$ cat src/rtl/acc_sha256_round_ctrl.sv
// SHA256 round sequencer: accepts one 512-bit block, then drives the message
// scheduler and compression core through LOAD, 64 ROUND cycles, FINAL and DONE.
// Every output except blk_ready is a register loaded from the next state.
module acc_sha256_round_ctrl #(
    parameter int unsigned BLK_W  = 512,
    parameter int unsigned ROUNDS = 64,
    parameter int unsigned CNT_W  = 32
) (
    input  logic                      clk,
    input  logic                      rst_n,
    input  logic                      soft_clr,
    input  logic                      blk_valid,
    output logic                      blk_ready,
    input  logic [BLK_W-1:0]          blk_data,
    input  logic                      blk_first,
    output logic [BLK_W-1:0]          message,
    output logic                      ms_init,
    output logic                      ms_enable,
    output logic                      comp_init,
    output logic                      comp_first,
    output logic                      comp_enable,
    output logic [$clog2(ROUNDS)-1:0] round_idx,
    output logic                      digest_add,
    output logic                      res_valid,
    input  logic                      res_ready,
    output logic                      busy,
    output logic [CNT_W-1:0]          blk_count
);

    localparam int unsigned RW = $clog2(ROUNDS);
    localparam logic [RW-1:0] LastRound = RW'(ROUNDS - 1);

    typedef enum logic [2:0] {StIdle, StLoad, StRound, StFinal, StDone} state_e;

    state_e             state_q, state_d;
    logic [BLK_W-1:0]   message_q, message_d;
    logic               first_q, first_d;
    logic [RW-1:0]      round_q, round_d;
    logic [CNT_W-1:0]   count_q, count_d;
    logic               ms_init_q, ms_init_d;
    logic               ms_enable_q, ms_enable_d;
    logic               comp_init_q, comp_init_d;
    logic               comp_enable_q, comp_enable_d;
    logic               digest_add_q, digest_add_d;
    logic               res_valid_q, res_valid_d;
    logic               busy_q, busy_d;
    logic               accept;

    // A soft clear in IDLE also suppresses acceptance so the block is not sampled.
    assign blk_ready = (state_q == StIdle);
    assign accept    = blk_ready && blk_valid && !soft_clr;

    // State and registered outputs.
    always_ff @(posedge clk or negedge rst_n) begin
        if (!rst_n) begin
            state_q       <= StIdle;
            message_q     <= '0;
            first_q       <= 1'b0;
            round_q       <= '0;
            count_q       <= '0;
            ms_init_q     <= 1'b0;
            ms_enable_q   <= 1'b0;
            comp_init_q   <= 1'b0;
            comp_enable_q <= 1'b0;
            digest_add_q  <= 1'b0;
            res_valid_q   <= 1'b0;
            busy_q        <= 1'b0;
        end else begin
            state_q       <= state_d;
            message_q     <= message_d;
            first_q       <= first_d;
            round_q       <= round_d;
            count_q       <= count_d;
            ms_init_q     <= ms_init_d;
            ms_enable_q   <= ms_enable_d;
            comp_init_q   <= comp_init_d;
            comp_enable_q <= comp_enable_d;
            digest_add_q  <= digest_add_d;
            res_valid_q   <= res_valid_d;
            busy_q        <= busy_d;
        end
    end

    // Next-state selection; soft_clr overrides every transition.
    always_comb begin
        state_d = state_q;
        unique case (state_q)
            StIdle:  if (blk_valid) state_d = StLoad;
            StLoad:  state_d = StRound;
            StRound: if (round_q == LastRound) state_d = StFinal;
            StFinal: state_d = StDone;
            StDone:  if (res_ready) state_d = StIdle;
            default: state_d = StIdle;
        endcase
        if (soft_clr) state_d = StIdle;
    end

    // Output values for the cycle after the edge, decoded from the next state.
    always_comb begin
        ms_init_d     = (state_d == StLoad);
        comp_init_d   = (state_d == StLoad);
        ms_enable_d   = (state_d == StRound);
        comp_enable_d = (state_d == StRound);
        digest_add_d  = (state_d == StFinal);
        res_valid_d   = (state_d == StDone);
        busy_d        = (state_d != StIdle);
        message_d     = accept ? blk_data : message_q;
        first_d       = accept ? blk_first : first_q;
        // Counter restarts at 0 on entry to ROUND and is held at 0 elsewhere.
        round_d       = '0;
        if (state_q == StRound && state_d == StRound) round_d = round_q + 1'b1;
        // FINAL is only reachable from the last round, so this counts completed blocks.
        count_d       = (state_d == StFinal) ? count_q + 1'b1 : count_q;
    end

    assign message     = message_q;
    assign comp_first  = first_q;
    assign round_idx   = round_q;
    assign blk_count   = count_q;
    assign ms_init     = ms_init_q;
    assign ms_enable   = ms_enable_q;
    assign comp_init   = comp_init_q;
    assign comp_enable = comp_enable_q;
    assign digest_add  = digest_add_q;
    assign res_valid   = res_valid_q;
    assign busy        = busy_q;

endmodule

$ cat config.mk
export PLATFORM = sky130hd
export DESIGN_NAME = acc_sha256_round_ctrl
export DESIGN_NICKNAME = d
export VERILOG_FILES = /design/src/rtl/acc_sha256_round_ctrl.sv
export SDC_FILE = /design/constraint.sdc
export NUM_CORES = 1
export LEC_CHECK = 0
export ABC_AREA = 1
export BUFFER_PORTS_ARGS = -buffer_cell sky130_fd_sc_hd__buf_2
export CAP_MARGIN = 10
export CORE_AREA = 2 2 425 427
export CTS_BUF_LIST = sky130_fd_sc_hd__clkbuf_8
export DETAILED_ROUTE_END_ITERATION = 6
export DIE_AREA = 0 0 427 429
export PLACE_DENSITY = 0.36
export SLEW_MARGIN = 20
export SYNTH_ARGS = -nofsm -noshare
export SYNTH_HDL_FRONTEND = slang
export SYNTH_SLANG_ARGS = --single-unit
$ cat constraint.sdc
create_clock -name clk -period 2.73 [get_ports clk]
set_clock_uncertainty 0.1 [all_clocks]
set_input_delay 0.1365 -clock clk [delete_from_list [all_inputs] [get_ports clk]]
set_output_delay 0.1365 -clock clk [all_outputs]
set_load 0.03 [all_outputs]
==> metrics, run 1 <==
status stopped before the end; Fail Step 4_1_cts; Err [ERROR RSZ-0060] Max buffer count reached.; Placed Area 31000 um^2; total CTS buffers 113; I/O pin cnt 1077; synthesized cell area 22800 um^2; hold-fix buffers at CTS 1234; FP Rows 155; Inst Count DP 5951; Synth Register Bits 559; syn nets 3151; clock sink count 559; post-cts resize count 0; gpl congestion 0.962; number of I/O port buffers 1076; register area share after synthesis 61.3%; top cell type by total area after synthesis dfrtp_1; detailed placement HPWL 94.5 mm; Yosys cell types 19; Synth warnings 0; die width 427 um; Die Height 429 um; CTS H-tree depth 3; initial core utilization 12.8%; Synth top area share 61.3%; synthesized instance count 2631; pre-CTS setup slack 613 ps; Post-CTS Setup Bufs 0; syn avg cell area 8.67 um^2; clock root cell clkbuf_8; Area contributors post-synth dfrtp_1, nand2_1, o21ai_0; Clock Path Buffers 3
## synthesized netlist by cell type
library cell and n:
nor3_2 2, nand2_1 1229, buf_2 15, ha_1 2
inv_1 36, o21ai_0 523, xor2_1 13, xnor2_1 3
nor2_8 1, nand3_1 18, clkbuf_1 104, nor3_1 1
nor2_1 63, nand3b_1 2, inv_2 1, buf_4 52
buf_6 4, dfrtp_1 559, buf_1 3
## cells by family after synthesis
logic type	count (synthesis)	share of synthesized area, %
xor gates and xnor gates	16	0.614
adders and majority gates	2	0.110
AOI/OAI and AO/OA	523	11.5
buffers and inverters	215	4.61
and+or+nand+nor	1316	21.9
DFF	559	61.3
## metrics by stage
stage	hold slack [ps]	utilization, %
detailed placement	43.1	17.4
floorplan	-259	-
global placement	55.1	17.4
==> run 2, diff against run 1 <==
--- a/config.mk
+++ b/config.mk
@@ -8,11 +8,10 @@
 export ABC_AREA = 1
 export BUFFER_PORTS_ARGS = -buffer_cell sky130_fd_sc_hd__buf_2
 export CAP_MARGIN = 10
-export CORE_AREA = 2 2 425 427
-export CTS_BUF_LIST = sky130_fd_sc_hd__clkbuf_8
+export CORE_AREA = 2 2 413 415
 export DETAILED_ROUTE_END_ITERATION = 6
-export DIE_AREA = 0 0 427 429
-export PLACE_DENSITY = 0.36
+export DIE_AREA = 0 0 415 417
+export PLACE_DENSITY_LB_ADDON = 0.15
 export SLEW_MARGIN = 20
 export SYNTH_ARGS = -nofsm -noshare
 export SYNTH_HDL_FRONTEND = slang
==> run 2 against run 1 <==
The flow now finishes without violations. Synthesized area unchanged. Synthesized cell count unchanged.
==> metrics, run 2 <==
status complete, no violations (was stopped before the end); syn nets 3151 (unchanged); Max VDD drop 434 uV; crit path launch state_q[2]$_DFF_PN0_; highest clock rate 0.396 GHz; final core utilization 23.0%; Top delay family on crit path buffers and inverters; syn avg cell area 8.67 um^2 (unchanged); max reg flops 512; I/O pin cnt 1077 (unchanged); Residual DRC 0; Yosys cell types 19 (unchanged); synthesized cell area 22800 um^2 (unchanged); CP max-delay cell dlygate4sd3_1; power per cell area 786 nW/um^2; Pre-Repair DR Iteration Count 5; Post-CTS Setup Bufs 0 (unchanged); Arr. time, crit path 3010 ps; Worst setup SP type flip-flop; Setup crit end message[459]$_DFFE_PN0P_; layout cells sized above 1 29.2%; die width 415 um (was 427 um); reg2reg end message[459]$_DFFE_PN0P_; vias per cell 3.68; clock transition at the registers of the reported paths 60 ps; antenna violations before repair 9; final net count 4731; synthesized instance count 2631 (unchanged); Synth Register Bits 559 (unchanged); number of cells on the critical path 8; Synth warnings 0 (unchanged); average wire per standard cell 18.5 um; area grow syn2layout 70.0%; fillers 18900; hold-fix buffers at CTS 552 (was 1234); clock root cell clkbuf_16 (was clkbuf_8); total CTS buffers 78 (was 113); pre-CTS setup slack 547 ps (was 613 ps); Crit path buffers/inverters 3; largest net degree at the start of global routing 130; Fin. Hold Viols 0; final setup vio count 0; CTS tree done; Worst R2R Start state_q[2]$_DFF_PN0_; register area share after synthesis 61.3% (unchanged); Clock Path Buffers 3 (unchanged); Synth top area share 61.3% (unchanged); Setup crit end kind flip-flop; Max FO, Critical Path 80; WS Path Type flip-flop to flip-flop; cell chain of the critical path nor3_2 -> nand2_4 -> nor2_8 -> buf_12 -> buf_12 -> nand2_1 -> nand2_1 -> dlygate4sd3_1; number of enable flip-flop cells after synthesis 0 (unchanged); most frequent cells in the layout nand2_1, buf_2, dfrtp_1, dlygate4sd3_1, o21ai_0; Period minus WS final 2530 ps; detailed placement HPWL 86.5 mm (was 94.5 mm); max_slew headroom 48.9%; most repeated cell in the gate-level netlist after synthesis nand2_1 (unchanged); Die Height 417 um (was 429 um); vias in the first global route 24800; Worst Path Required 3210 ps; R2R Setup Slk 200 ps; Async SR Flop Fraction 100% (unchanged); worst min path class input port to flip-flop; hold slack final 119 ps; Slew @ Worst Pin 766 ps; GRT Util Overall 13.4%; WL final 120 mm; clock sink count 559 (unchanged); Area contributors post-synth dfrtp_1, nand2_1, o21ai_0 (unchanged); clk_lat worst skew 650 ps; commonest non-fill, non-tap cell in the layout nand2_1; FP Rows 151 (was 155); RSZ-0062 raised after global routing no; Inst Count DP 5797 (was 5951); total core area 169000 um^2; Pleak 0.0197 uW; initial drt markers 1290; first-pass GRT wire length 174 mm; number of I/O port buffers 1076 (unchanged); max-slew violation count 0; CTS H-tree depth 3 (unchanged); antenna viol nets, final 0; Final WS setup 203 ps; Synth Flop Type dfrtp_1 (unchanged); setup TNS 0 ps; Die Footprint 173000 um^2; r2r worst-path depth 8; post-cts resize count 0 (unchanged); gpl congestion 0.863 (was 0.962); initial core utilization 13.5% (was 12.8%); grt total ovfl 0; post-route insts no fill 6491; # Max-Cap Violations 0; Slowest Stage Delay on Critical Path 550 ps; Final Cycle Share 92.6%; Post-synth top cells nand2_1, dfrtp_1, o21ai_0 (unchanged); Vias 23900; top cell type by total area after synthesis dfrtp_1 (unchanged)
==> run 2: cell counts after synthesis <==
Identical to the previous run, type by type.
==> run 2: worst min path at each step <==
stage | startpoint | endpoint | slack, ps | cells after the start
2_1_floorplan | rst_n | blk_count[0]$_DFFE_PN0P_ | -260 | 0
3_3_place_gp | rst_n | message[171]$_DFFE_PN0P_ | 70 | 1
5_1_grt | blk_data[319] | message[319]$_DFFE_PN0P_ | 60 | 4
6_report | blk_data[439] | message[439]$_DFFE_PN0P_ | 120 | 4
4_1_cts | blk_data[391] | message[391]$_DFFE_PN0P_ | 20 | 4
3_5_place_dp | rst_n | message[171]$_DFFE_PN0P_ | 70 | 1
==> run 2: through the flow <==
stage / power [uW] / cell area (um^2)
4_1_cts: 31200 / 38800
3_3_place_gp: 19900 / 30800
5_1_grt: 32200 / 38800
6_report: 30500 / 38800
3_5_place_dp: 19900 / 30800
2_1_floorplan: 16000 / 22800
==> run 2: logic make-up after synthesis <==
logic type	share of synthesized area [%]
xor gates and xnor gates	0.614
buffers and inverters	4.61
AOI/OAI and AO/OA	11.5
DFF	61.3
adders and majority gates	0.110
and+or+nand+nor	21.9
==> run 2: report_power, final <==
part	switching, uW	total (uW)	internal, uW
logic	6800	9590	2790
registers	881	10800	9960
clock network	4210	10100	5850
==> run 2: metal layers <==
metal  GRT usage (%)  vias to the layer above  part of all wire, %
met2            21.9                      715                   48
met1            16.6                    11400                   42
met5               0                        -                0.011
met4            4.86                        2                  3.8
met3            3.89                      178                  6.3
li1                -                    11500                    -
==> run 2: area by class of cell <==
type / instances / area, um^2 / area share [%]
Clock buffer: 115 / 2230 / 5.75
Clock inverter: 21 / 206 / 0.532
Sequential cell: 559 / 14000 / 36.1
Timing Repair Buffer: 1678 / 11600 / 30.0
Tap cell: 2218 / 2780 / 7.15
Multi-Input combinational cell: 1857 / 7800 / 20.1
Antenna cell: 6 / 15.0 / 0.0387
Inverter: 37 / 139 / 0.358
==> run 2: worst register-to-register path, delay by kind of cell (launching register included) <==
family | cells | cell delay, ps
buffers and inverters | 3 | 1020
flip-flops | 1 | 410
AND/OR/NAND/NOR | 5 | 920
No activity file was read; power rests on OpenSTA's default activity.
